File: src/rtl/bist_pkg.sv
// Shared types and constants for the scan BIST controller.
// Feedback helper covers both the pattern LFSR and the response MISR.
package bist_pkg;

    localparam int SIG_W = 16;
    localparam logic [SIG_W-1:0] LFSR_TAPS = 16'hB400;

    typedef enum logic [2:0] {
        IDLE,
        SHIFT,
        CAPTURE,
        FLUSH,
        COMPARE,
        DONE
    } state_t;

    function automatic logic fb_bit(input logic [SIG_W-1:0] v);
        return ^(v & LFSR_TAPS);
    endfunction

    function automatic logic [SIG_W-1:0] lfsr_next(input logic [SIG_W-1:0] v);
        return {v[SIG_W-2:0], fb_bit(v)};
    endfunction

endpackage

File: src/rtl/bist_misr.sv
// 16-bit multiple-input signature register compacting one serial stream.
// Synchronous clear has priority over the compaction enable.
module bist_misr
    import bist_pkg::*;
(
    input  logic             clk,
    input  logic             rst_n,
    input  logic             en,
    input  logic             clr,
    input  logic             din,
    output logic [SIG_W-1:0] sig
);

    always_ff @(posedge clk or negedge rst_n) begin
        if (!rst_n) begin
            sig <= '0;
        end else if (clr) begin
            sig <= '0;
        end else if (en) begin
            sig <= {sig[SIG_W-2:0], fb_bit(sig) ^ din};
        end
    end

endmodule

File: src/rtl/bist_controller.sv
// Scan BIST sequencer: LFSR patterns, shift/capture control, MISR compare.
// The first pattern's unload is discarded since the chain starts unknown.
module bist_controller
    import bist_pkg::*;
#(
    parameter int               SCAN_LEN   = 8,
    parameter int               N_PATTERNS = 100,
    parameter logic [SIG_W-1:0] LFSR_SEED  = 16'hACE1,
    parameter logic [SIG_W-1:0] GOLDEN_SIG = 16'h0000
) (
    input  logic             CLK,
    input  logic             RST,
    input  logic             bist_start,
    input  logic             scan_out,
    output logic             scan_in,
    output logic             scan_en,
    output logic [SIG_W-1:0] signature,
    output logic             pass_fail,
    output logic             bist_end
);

    localparam int SH_W  = $clog2(SCAN_LEN) + 1;
    localparam int PAT_W = $clog2(N_PATTERNS) + 1;

    localparam logic [SH_W-1:0]  SH_LAST  = SH_W'(SCAN_LEN - 1);
    localparam logic [PAT_W-1:0] PAT_LAST = PAT_W'(N_PATTERNS - 1);

    state_t           state;
    logic [SH_W-1:0]  shift_cnt;
    logic [PAT_W-1:0] pat_cnt;
    logic [SIG_W-1:0] lfsr;
    logic             misr_en;
    logic             misr_clr;

    assign scan_in  = (state == SHIFT) && lfsr[SIG_W-1];
    assign misr_clr = (state == IDLE) && bist_start;
    assign misr_en  = ((state == SHIFT) && (pat_cnt != '0))
                   || (state == FLUSH);

    bist_misr u_misr (
        .clk   (CLK),
        .rst_n (RST),
        .en    (misr_en),
        .clr   (misr_clr),
        .din   (scan_out),
        .sig   (signature)
    );

    always_ff @(posedge CLK or negedge RST) begin
        if (!RST) begin
            state     <= IDLE;
            scan_en   <= 1'b0;
            pass_fail <= 1'b0;
            bist_end  <= 1'b0;
            lfsr      <= LFSR_SEED;
            shift_cnt <= '0;
            pat_cnt   <= '0;
        end else begin
            case (state)
                IDLE: begin
                    if (bist_start) begin
                        lfsr      <= LFSR_SEED;
                        shift_cnt <= '0;
                        pat_cnt   <= '0;
                        scan_en   <= 1'b1;
                        state     <= SHIFT;
                    end
                end
                SHIFT: begin
                    lfsr <= lfsr_next(lfsr);
                    if (shift_cnt == SH_LAST) begin
                        shift_cnt <= '0;
                        scan_en   <= 1'b0;
                        state     <= CAPTURE;
                    end else begin
                        shift_cnt <= shift_cnt + SH_W'(1);
                    end
                end
                CAPTURE: begin
                    pat_cnt <= pat_cnt + PAT_W'(1);
                    scan_en <= 1'b1;
                    state   <= (pat_cnt < PAT_LAST) ? SHIFT : FLUSH;
                end
                FLUSH: begin
                    if (shift_cnt == SH_LAST) begin
                        shift_cnt <= '0;
                        scan_en   <= 1'b0;
                        state     <= COMPARE;
                    end else begin
                        shift_cnt <= shift_cnt + SH_W'(1);
                    end
                end
                COMPARE: begin
                    pass_fail <= (signature == GOLDEN_SIG);
                    bist_end  <= 1'b1;
                    state     <= DONE;
                end
                DONE: begin
                    if (!bist_start) begin
                        pass_fail <= 1'b0;
                        bist_end  <= 1'b0;
                        state     <= IDLE;
                    end
                end
                default: begin
                    state <= IDLE;
                end
            endcase
        end
    end

endmodule

File: config.mk
export PLATFORM = sky130hd
export DESIGN_NAME = bist_controller
export DESIGN_NICKNAME = d
export VERILOG_FILES = /design/src/rtl/bist_pkg.sv /design/src/rtl/bist_misr.sv /design/src/rtl/bist_controller.sv
export SDC_FILE = /design/constraint.sdc
export NUM_CORES = 1
export LEC_CHECK = 0
export ABC_AREA = 1
export ABC_CLOCK_PERIOD_IN_PS = 1710
export BUFFER_PORTS_ARGS = -buffer_cell sky130_fd_sc_hd__buf_2
export CAP_MARGIN = 20
export CORE_AREA = 2 2 74 76
export CTS_CLUSTER_DIAMETER = 120
export CTS_CLUSTER_SIZE = 16
export DETAILED_ROUTE_END_ITERATION = 10
export DIE_AREA = 0 0 76 78
export PLACE_DENSITY = 0.67
export SYNTH_ARGS = -nofsm -noshare
export SYNTH_HDL_FRONTEND = slang
export SYNTH_SLANG_ARGS = --single-unit
File: constraint.sdc
create_clock -name CLK -period 1.71 [get_ports CLK]
set_input_delay 0 -clock CLK [delete_from_list [all_inputs] [get_ports CLK]]
set_output_delay 0 -clock CLK [all_outputs]
set_load 0.005 [all_outputs]
Word level (Yosys, flattened, before mapping)
Index checks and enable logic that the tools add are counted.
{ "totals": {"register_bits": 50, "wordCells": 66} }
{ "op_classes": {"n_lt_le_gt_ge": 1, "n_eq_ne": 11, "n_addsub": 2, "mux": 21, "n_reduce_logical": 22, "bitwise": 1} }
{ "op_table": {"columns": ["cell", "count"], "rows": [
  ["16-bit 2-to-1 mux", 3],
  ["16-bit case mux with 2 select lines", 1],
  ["16-bit parity", 2],
  ["3-bit case mux with 6 select lines", 1],
  ["16-bit zero test", 1],
  ["8-bit case mux with 2 select lines", 1],
  ["3-bit 2-to-1 mux", 4],
  ["2-bit nonzero test", 5],
  ["8-bit by 1-bit adder with 8-bit output, second input constant", 1],
  ["8-bit by 7-bit less-than comparator with 1-bit output, second input constant", 1],
  ["4-bit 2-to-1 mux", 2],
  ["8-bit 2-to-1 mux", 1],
  ["4-bit case mux with 2 select lines", 1],
  ["2-bit AND reduction", 4],
  ["8-bit nonzero test", 1],
  ["3-bit by 2-bit == test with 1-bit output, second input constant", 2],
  ["3-bit == test, second input constant", 2],
  ["2-bit by 1-bit != test with 1-bit output, second input constant", 3],
  ["4-bit by 1-bit adder with 4-bit output, second input constant", 1],
  ["4-bit by 3-bit == test with 1-bit output, second input constant", 1],
  ["2-bit != test, second input constant", 2],
  ["1-bit case mux with 2 select lines", 2],
  ["4-bit AND reduction", 1],
  ["3-bit by 1-bit == test with 1-bit output, second input constant", 1],
  ["10 further kinds", 14]
]} }

Logic depth before layout (Yosys ltp)
Gate-level depths: netlist of run 1.
{ "depth": {"depth_word": 5, "ltp_mapped": 10} }

Modules after synthesis
Synthesis of run 1 repeated with hierarchy kept, for this count alone.
{ "unflattened": {"hier_cells": 300, "hier_area_um2": 2503.7} }
{ "modules_own_cells": {"columns": ["module", "seq_area_each_um2", "area_per_inst_um2", "cells_per_inst", "instances"], "rows": [
  ["bist_controller", 860.8, 1757.9, 228, 1],
  ["bist_misr", 400.4, 745.7, 72, 1]
]} }

Worst setup path before layout of run 1
Ideal clock, no wire load.
{ "synth_timing": {"path_kind": "reg-to-reg", "from": "reg pat_cnt[0]", "to": "reg u_misr.sig[11]", "slack_ps": 379, "path_buffers": 1, "required_time_ps": 1591, "period_less_slack_ps": 1331, "stages_incl_launch_ff": 11, "t_arrival_ps": 1212, "setup_ps": 119, "cell_sequence": "dfrtp_1 -> inv_1 -> ha_1 -> nand2_1 -> nor2_1 -> nand2_1 -> nand2_4 -> nand2_4 -> buf_6 -> nand2_1 -> nand2_1"} }
{ "synth_via": {"elab_chain_len": 4} }
{ "synth_lines": {"columns": ["element", "line_no", "rtl"], "rows": [
  ["start, declared", "bist_controller.sv:30", "logic [PAT_W-1:0] pat_cnt;"],
  ["start signal, assigned", "bist_controller.sv:80", "pat_cnt <= pat_cnt + PAT_W'(1);"],
  ["8-bit nonzero test", "bist_controller.sv:37", "assign misr_en = ((state == SHIFT) && (pat_cnt != '0))"],
  ["1-bit logical AND", "bist_controller.sv:37", null],
  ["1-bit logical OR", "bist_controller.sv:38", "|| (state == FLUSH);"],
  ["2-bit nonzero test (no line)", null, null],
  ["end signal, assigned", "bist_misr.sv:20", "sig <= {sig[SIG_W-2:0], fb_bit(sig) ^ din};"],
  ["end, declared", "bist_misr.sv:11", "output logic [SIG_W-1:0] sig"]
]} }
Every way passes these cells.
A chain may end at the register's enable or synchronous reset.

Worst setup path in the final report of run 1
{ "layout_timing": {"from": "reg state[1]", "to": "reg lfsr[5]"} }
{ "layout_via": {"elab_chain_len": 3, "elab_cells_between_ends": 6, "cone_classes": "2 x eq/ne; 1 x mux; 3 x reduce/logical"} }
{ "layout_lines": {"columns": ["element", "line_no", "rtl"], "rows": [
  ["start, declared", "bist_controller.sv:28", "state_t state;"],
  ["start signal, assigned", "bist_controller.sv:82", "state <= (pat_cnt < PAT_LAST) ? SHIFT : FLUSH;"],
  ["3-bit by 1-bit == test with 1-bit output / 3-bit zero test (equally long branches)", "bist_controller.sv:59", "case (state)"],
  ["2-bit nonzero test (no line) / 2-bit != test (equally long branches)", null, null],
  ["2-bit AND reduction (no line)", null, null],
  ["end signal, assigned", "bist_controller.sv:70", "lfsr <= lfsr_next(lfsr);"],
  ["end, declared", "bist_controller.sv:31", "logic [SIG_W-1:0] lfsr;"]
]} }
Parallel ways exist; a longest one is shown, timed or not.

==> summary.md, run 1 <==
| Metric | Value |
|---|---|
| Outcome | complete, no violations |
| Yosys Warn Count | 0 |
| Area share of the largest cell type after synthesis | 0.427 |
| Reg2reg path depth | 6 |
| Crit path kind | reg2reg |
| Post-synth EDFFs | 0 |
| Cell leakage power | about 1.5 nW |
| Htree depth | 2 |
| Setup Skew | 0.00982 ns |
| TritonCTS clock tree | built |
| Final min period | approximately 1.5 ns |
| Post-synth top flop | dfrtp_1 |
| Overflow after GRT | 0 |
| Top cells by count, synth | nand2_1, dfrtp_1, inv_1 |
| Net Switching | a little over 2 mW |
| Worst Max-Slew Pin Slew | between 0.6 and 0.7 ns |
| RSZ-0062 raised after global routing | false |
| Dominant cell type by area after synthesis | dfrtp_1 |
| Starting Density | 0.488 |
| Number of global-route vias before repair | 1802 |
| CP endpoint kind | flip-flop |
| TritonCTS Sinks | 50 |
| CP Buf/Inv Count | 1 |
| Seq. cell area | around 1300 µm² |
| Clk root buf | clkbuf_8 |
| Max Transition Viols Final | 0 |
| Reg power frac | 0.404 |
| Area of the multi-input gates | slightly below 1000 µm² |
| CTS Buffer Depth | 2 |
| Worst-path clk slew | 0.10 ns |
| Synth area leaders | dfrtp_1, nand2_1, dfstp_2 |
| Worst R2R End | lfsr[5] |
| Reg2reg start | state[1] |
| Num CTS Buffers | 5 |
| Final net count | ~330 |
| Comb pwr share | 0.450 |
| R2r setup slk | roughly 0.24 ns |
| Post-Syn Instances | 296 |
| DR vias/cell | a little under 5 |
| Clk_lat worst skew | ~0.31 ns |
| Syn Area/Cell | about 8.3 µm² |
| Antenna-violating nets left | 0 |
| DRC | 0 |
| I/O pins | 24 |
| Power per cell area | 1730 nW/µm² |
| Die Ht | just under 80 µm |
| Total Routing Usage GR | 0.169 |
| Initial antenna violation count | 0 |
| Clk network pwr share | 0.146 |
| Routability cong. | just over 0.8 |
| Achievable Freq | about 680 MHz |
| FP Rows | 26 |
| Hold Path Cell Cnt | 3 |
| Die width | around 76 µm |
| P&R area growth vs syn | 12.2% |
| # diodes | 0 |
| CP dominant cell by count | nor2_1 |
| Max VDD drop | 0.000929 V |
| Internal power | around 2.7 mW |
| CP Max Fanout | 8 |
| FFs w/ async S/R, synth | 1.00 |
| FILL cells | between 400 and 500 |
| Largest net degree at the start of global routing | 51 |
| Worst hold path type | in2reg |
| Critical path's slowest cell | dfrtp_1 |
| Rel. slew slack | 0.586 |
| Netlist cell types | 28 |
| DP HPWL | around 3.3 mm |
| Post_cts resized | 0 |
| Max stage delay on crit path | 0.49 ns |
| Register area share after synthesis | 0.513 |
| Synthesized Nets | approximately 300 |
| Max Cap Viol | 0 |
| CORE AREA | ~5000 µm² |
| DRT iter0 DRCs | between 150 and 200 |
| Delay-heaviest family, CP | simple AND/OR/NAND/NOR gates |
| CP arrival | approximately 1.7 ns |
| Die Area | roughly 5900 µm² |
| Final setup violating endpoints | 0 |
| Layout cells sized above 1 | 0.171 |
| Critical Path RT | ~2.0 ns |
| Synth Cell Area | 2460 µm² |
| Final TNS setup | 0 ns |
| Per-cell routed wire length | 11.9 µm |
| DRT Pass-1 Iters | 4 |
| Buffers added on ports | 23 |
| Via count | between 1500 and 2000 |
| Crit-path cells | nor2_1, nand3_2, nand2_1, buf_4, nor2_1, a21oi_1 |
| First-pass GRT wire length | between 8 and 9 mm |
| Hold EP | bist_end |
| Count leader, synth | nand2_1 |
| Final wirelength | between 4 and 5 mm |
| Switching Share | 0.433 |
| DP Area | around 2600 µm² |
| Hold Startpoint | bist_start |
| Period utilization | 0.858 |
| Final Instance Area | about 2800 µm² |
| Final Hold Fails | 0 |
| Crit start category | flip-flop |
| Register bit total from synthesis | 50 |
-- cells by family (layout without fill, tap and decap cells) --
| kind of cell | count (synthesis) | in the layout | share of synthesized area |
|---|---|---|---|
| AO/OA/AOI/OAI | 35 | 35 | 0.0814 |
| XOR/XNOR | 5 | 5 | 0.0178 |
| AND/OR/NAND/NOR | 155 | 155 | 0.284 |
| buffers and inverters | 47 | 78 | 0.0834 |
| adder cells (fa/ha/maj) | 4 | 4 | 0.0203 |
| flip-flops | 50 | 50 | 0.513 |
-- layout make-up --
type / instances / share of cell area
flip-flops and latches: 50 / 0.457
multi-input cells: 199 / 0.360
repair buffers: 31 / 0.0644
inverters: 39 / 0.0540
well taps: 70 / 0.0317
clock buffers: 5 / 0.0249
clock inverters: 3 / 0.00771
-- worst max path at each step --
stage,startpoint,to,slack [ns],depth (start not counted)
finish,state[1],lfsr[5],0.24,6
detailed placement,pat_cnt[0],u_misr.sig[0],0.18,9
floorplan,pat_cnt[0],u_misr.sig[11],0.38,10
CTS,pat_cnt[0],u_misr.sig[0],0.15,9
global placement,pat_cnt[0],u_misr.sig[0],0.18,9
global route,state[2],lfsr[13],0.07,5
-- worst reg2reg max path, stage by stage (launching register included) --
cell and delay [ns]:
dfrtp_1 0.49, nor2_1 0.25, nand3_2 0.12, nand2_1 0.21, buf_4 0.19, nor2_1 0.04, a21oi_1 0.11
-- registers in the layout, indices dropped and copies added (netlist names) --
| signal | count |
|---|---|
| bist_end | 1 |
| lfsr | 16 |
| pass_fail | 1 |
| pat_cnt | 8 |
| scan_en | 1 |
| shift_cnt | 4 |
| state | 3 |
| u_misr.sig | 16 |
-- placed cells by master, fill, tap and decap left out, types with 7 or more instances in the layout --
cell type and instances:
inv_1 36, dfstp_2 8, o21ai_0 13, a21oi_1 9
nor2_1 23, dfrtp_1 42, o22ai_1 8, nand2_1 93
buf_4 7, nand3_1 9, buf_2 23, nand4_1 19
-- power by group through the flow --
stage	logic, mW	clock network (mW)	registers, mW
2_1_floorplan	1.66	0	1.89
3_3_place_gp	2.07	0	1.94
3_5_place_dp	2.10	0	1.95
4_1_cts	2.11	0.721	1.93
5_1_grt	2.44	0.777	1.98
6_report	2.15	0.695	1.93
-- routing by layer --
| metal | wire, µm | part of all wire | vias to the layer above | GRT usage |
|---|---|---|---|---|
| met5 | 0 | 0 | - | 0 |
| met4 | 56 | 0.012 | 0 | 0.0491 |
| met3 | 162 | 0.034 | 6 | 0.0395 |
| met2 | 2140 | 0.45 | 34 | 0.264 |
| met1 | 2360 | 0.50 | 917 | 0.236 |
| li1 | - | - | 1017 | - |
-- metrics by stage --
stage / util / power, mW / worst slack [ns] / hold slack, ns / cells
after floorplan: - / 3.55 / 0.379 / -0.296 / 296
after global placement: 0.523 / 4.01 / 0.181 / 0.142 / 385
after detailed placement: 0.523 / 4.05 / 0.182 / 0.144 / 385
after CTS: 0.543 / 4.75 / 0.151 / 0.00887 / 394
after global routing: 0.547 / 5.20 / 0.0694 / 0.0363 / 397
final: 0.547 / 4.77 / 0.243 / 0.0159 / 397
-- repair_timing --
action | in CTS | in global routing
endpoints found under the setup margin | 0 | 11
hold buffers | 1 | 0
buffers inserted | 0 | 3
endpoints found under the hold margin | 42 | 0
Note: power is estimated with default switching activity, not from simulation.
==> run 2, diff against run 1 <==
- REMOVE_ABC_BUFFERS: default -> 1
==> summary.md, run 2 (synthesized netlist as in run 1, its figures left out) <==
| Metric | Value |
|---|---|
| Buffers added on ports | 23 |
| CP endpoint kind | flip-flop |
| TritonCTS clock tree | built |
| Min Hold Slack | between 0.02 and 0.025 ns |
| Setup Skew | about 0.0067 ns |
| FP Rows | 26 |
| Clk_lat worst skew | roughly 0.30 ns |
| Final setup violating endpoints | 0 |
| Largest regs | lfsr x16, u_misr.sig x16, pat_cnt x8 |
| Outcome | complete, no violations |
| Crit path kind | reg2reg |
| CP Max Fanout | 15 |
| CORE AREA | 5040 µm² |
| FILL cells | roughly 480 |
| Rel. slew slack | 0.641 |
| Critical Path RT | 1.93 ns |
| Hold_buf cts | 1 |
| P&R area growth vs syn | 12.7% |
| CTS Buffer Depth | 2 |
| Cell leakage power | 1.49 nW |
| Worst Max-Slew Pin Slew | approximately 0.54 ns |
| Max Cap Viol | 0 |
| Number of global-route vias before repair | roughly 2000 |
| TritonCTS Sinks | 50 |
| First-pass GRT wire length | 8.91 mm |
| Final TNS setup | 0 ns |
| Crit start category | flip-flop |
| Max Transition Viols Final | 0 |
| Die width | between 70 and 80 µm |
| Final net count | around 330 |
| Most common cell after layout, fill and taps aside | nand2_1 |
| Fin worst setup slack | around 0.17 ns |
| Starting Density | 0.488 |
| Num CTS Buffers | 5 |
| DRC | 0 |
| Achievable Freq | 650 MHz |
| I/O pins | 24 |
| Die Ht | ~78 µm |
| Final Hold Fails | 0 |
| Largest net degree at the start of global routing | 29 |
| Routability cong. | between 0.8 and 0.9 |
| DRT iter0 DRCs | between 100 and 150 |
| DRT Pass-1 Iters | 4 |
| Htree depth | 2 |
| Worst hold path type | in2reg |
| DR vias/cell | 5.13 |
| CP arrival | ~1.8 ns |
| Total Routing Usage GR | 0.185 |
| Post_cts resized | 0 |
| Setup Slack @ Placement | about 0.19 ns |
| Power per cell area | 1770 nW/µm² |
| Setup repair bufs after CTS | 0 |
| Initial antenna violation count | 0 |
| Layout cells sized above 1 | 0.164 |
| Antenna-violating nets left | 0 |
| # diodes | 0 |
| Most frequent cells in the layout | nand2_1, dfrtp_1, inv_1, nor2_1, buf_2 |
| Max VDD drop | roughly 0.00075 V |
| Final wirelength | between 5 and 6 mm |
| Fin util | 0.550 |
| Die Area | 5930 µm² |
| Final min period | approximately 1.5 ns |
| Via count | around 2000 |
| Period utilization | 0.899 |
| Worst-path clk slew | roughly 0.090 ns |
| Max stage delay on crit path | 0.45 ns |
| Per-cell routed wire length | between 10 and 15 µm |
| Crit-path cells | inv_2, nand3_4, nand2_1, inv_1, a22oi_1 |
| DP HPWL | between 3 and 4 mm |
| RSZ-0062 raised after global routing | false |
| Overflow after GRT | 0 |
| Clk root buf | clkbuf_8 |
| Critical path's slowest cell | dfrtp_1 |
[run 2: cell types whose count changed in the layout (fill, tap and decap cells not counted), sizes merged]
cell and delta:
buf -3, bufinv +1, clkinv -2, clkinvlp +1
[run 2: final timing paths]
kind                       slack [ns]  depth (start not counted)  startpoint         end
min                              0.02                          3  bist_start    bist_end
max                              0.17                          5    state[2]    lfsr[15]
max reg2reg                      0.17                          5    state[2]    lfsr[15]
max in group asynchronous        0.90                          3         RST    lfsr[10]
min in group asynchronous        0.21                          2         RST  pat_cnt[0]
min reg2reg                      0.48                          2     scan_en     scan_en
[run 2: area by class of cell]
class | count | area [µm²] | area share
Tap cell | 70 | 87.6 | 0.0316
Timing Repair Buffer | 28 | 168 | 0.0605
Multi-Input combinational cell | 199 | 993 | 0.358
Sequential cell | 50 | 1260 | 0.455
Clock buffer | 5 | 68.8 | 0.0248
Clock inverter | 3 | 45.0 | 0.0162
Inverter | 39 | 149 | 0.0537
[run 2: layer usage]
layer	vias to the layer above	global-route usage	part of all wire
li1	1018	-	-
met2	35	0.310	0.46
met4	0	0.0618	0.013
met3	6	0.0314	0.028
met5	-	0	0
met1	964	0.248	0.49
[run 2: power breakdown]
group | internal [mW] | total (mW) | switching, mW
Clock | 0.435 | 0.830 | 0.395
Sequential | 1.64 | 1.94 | 0.302
Combinational | 0.737 | 2.14 | 1.40
[run 2: worst max-delay path: cells and delay by family (launching register included)]
family | cells | cell delay (ns)
simple gates | 2 | 0.47
flops | 1 | 0.45
buf+inv | 2 | 0.34
compound gates | 1 | 0.19
[run 2: per-stage QoR]
stage / power [mW] / area, µm² / std cells
floorplan: 3.42 / 2400 / 288
global placement: 4.03 / 2650 / 385
detailed placement: 4.10 / 2650 / 385
CTS: 4.94 / 2770 / 394
global route: 5.37 / 2770 / 394
finish: 4.91 / 2770 / 394
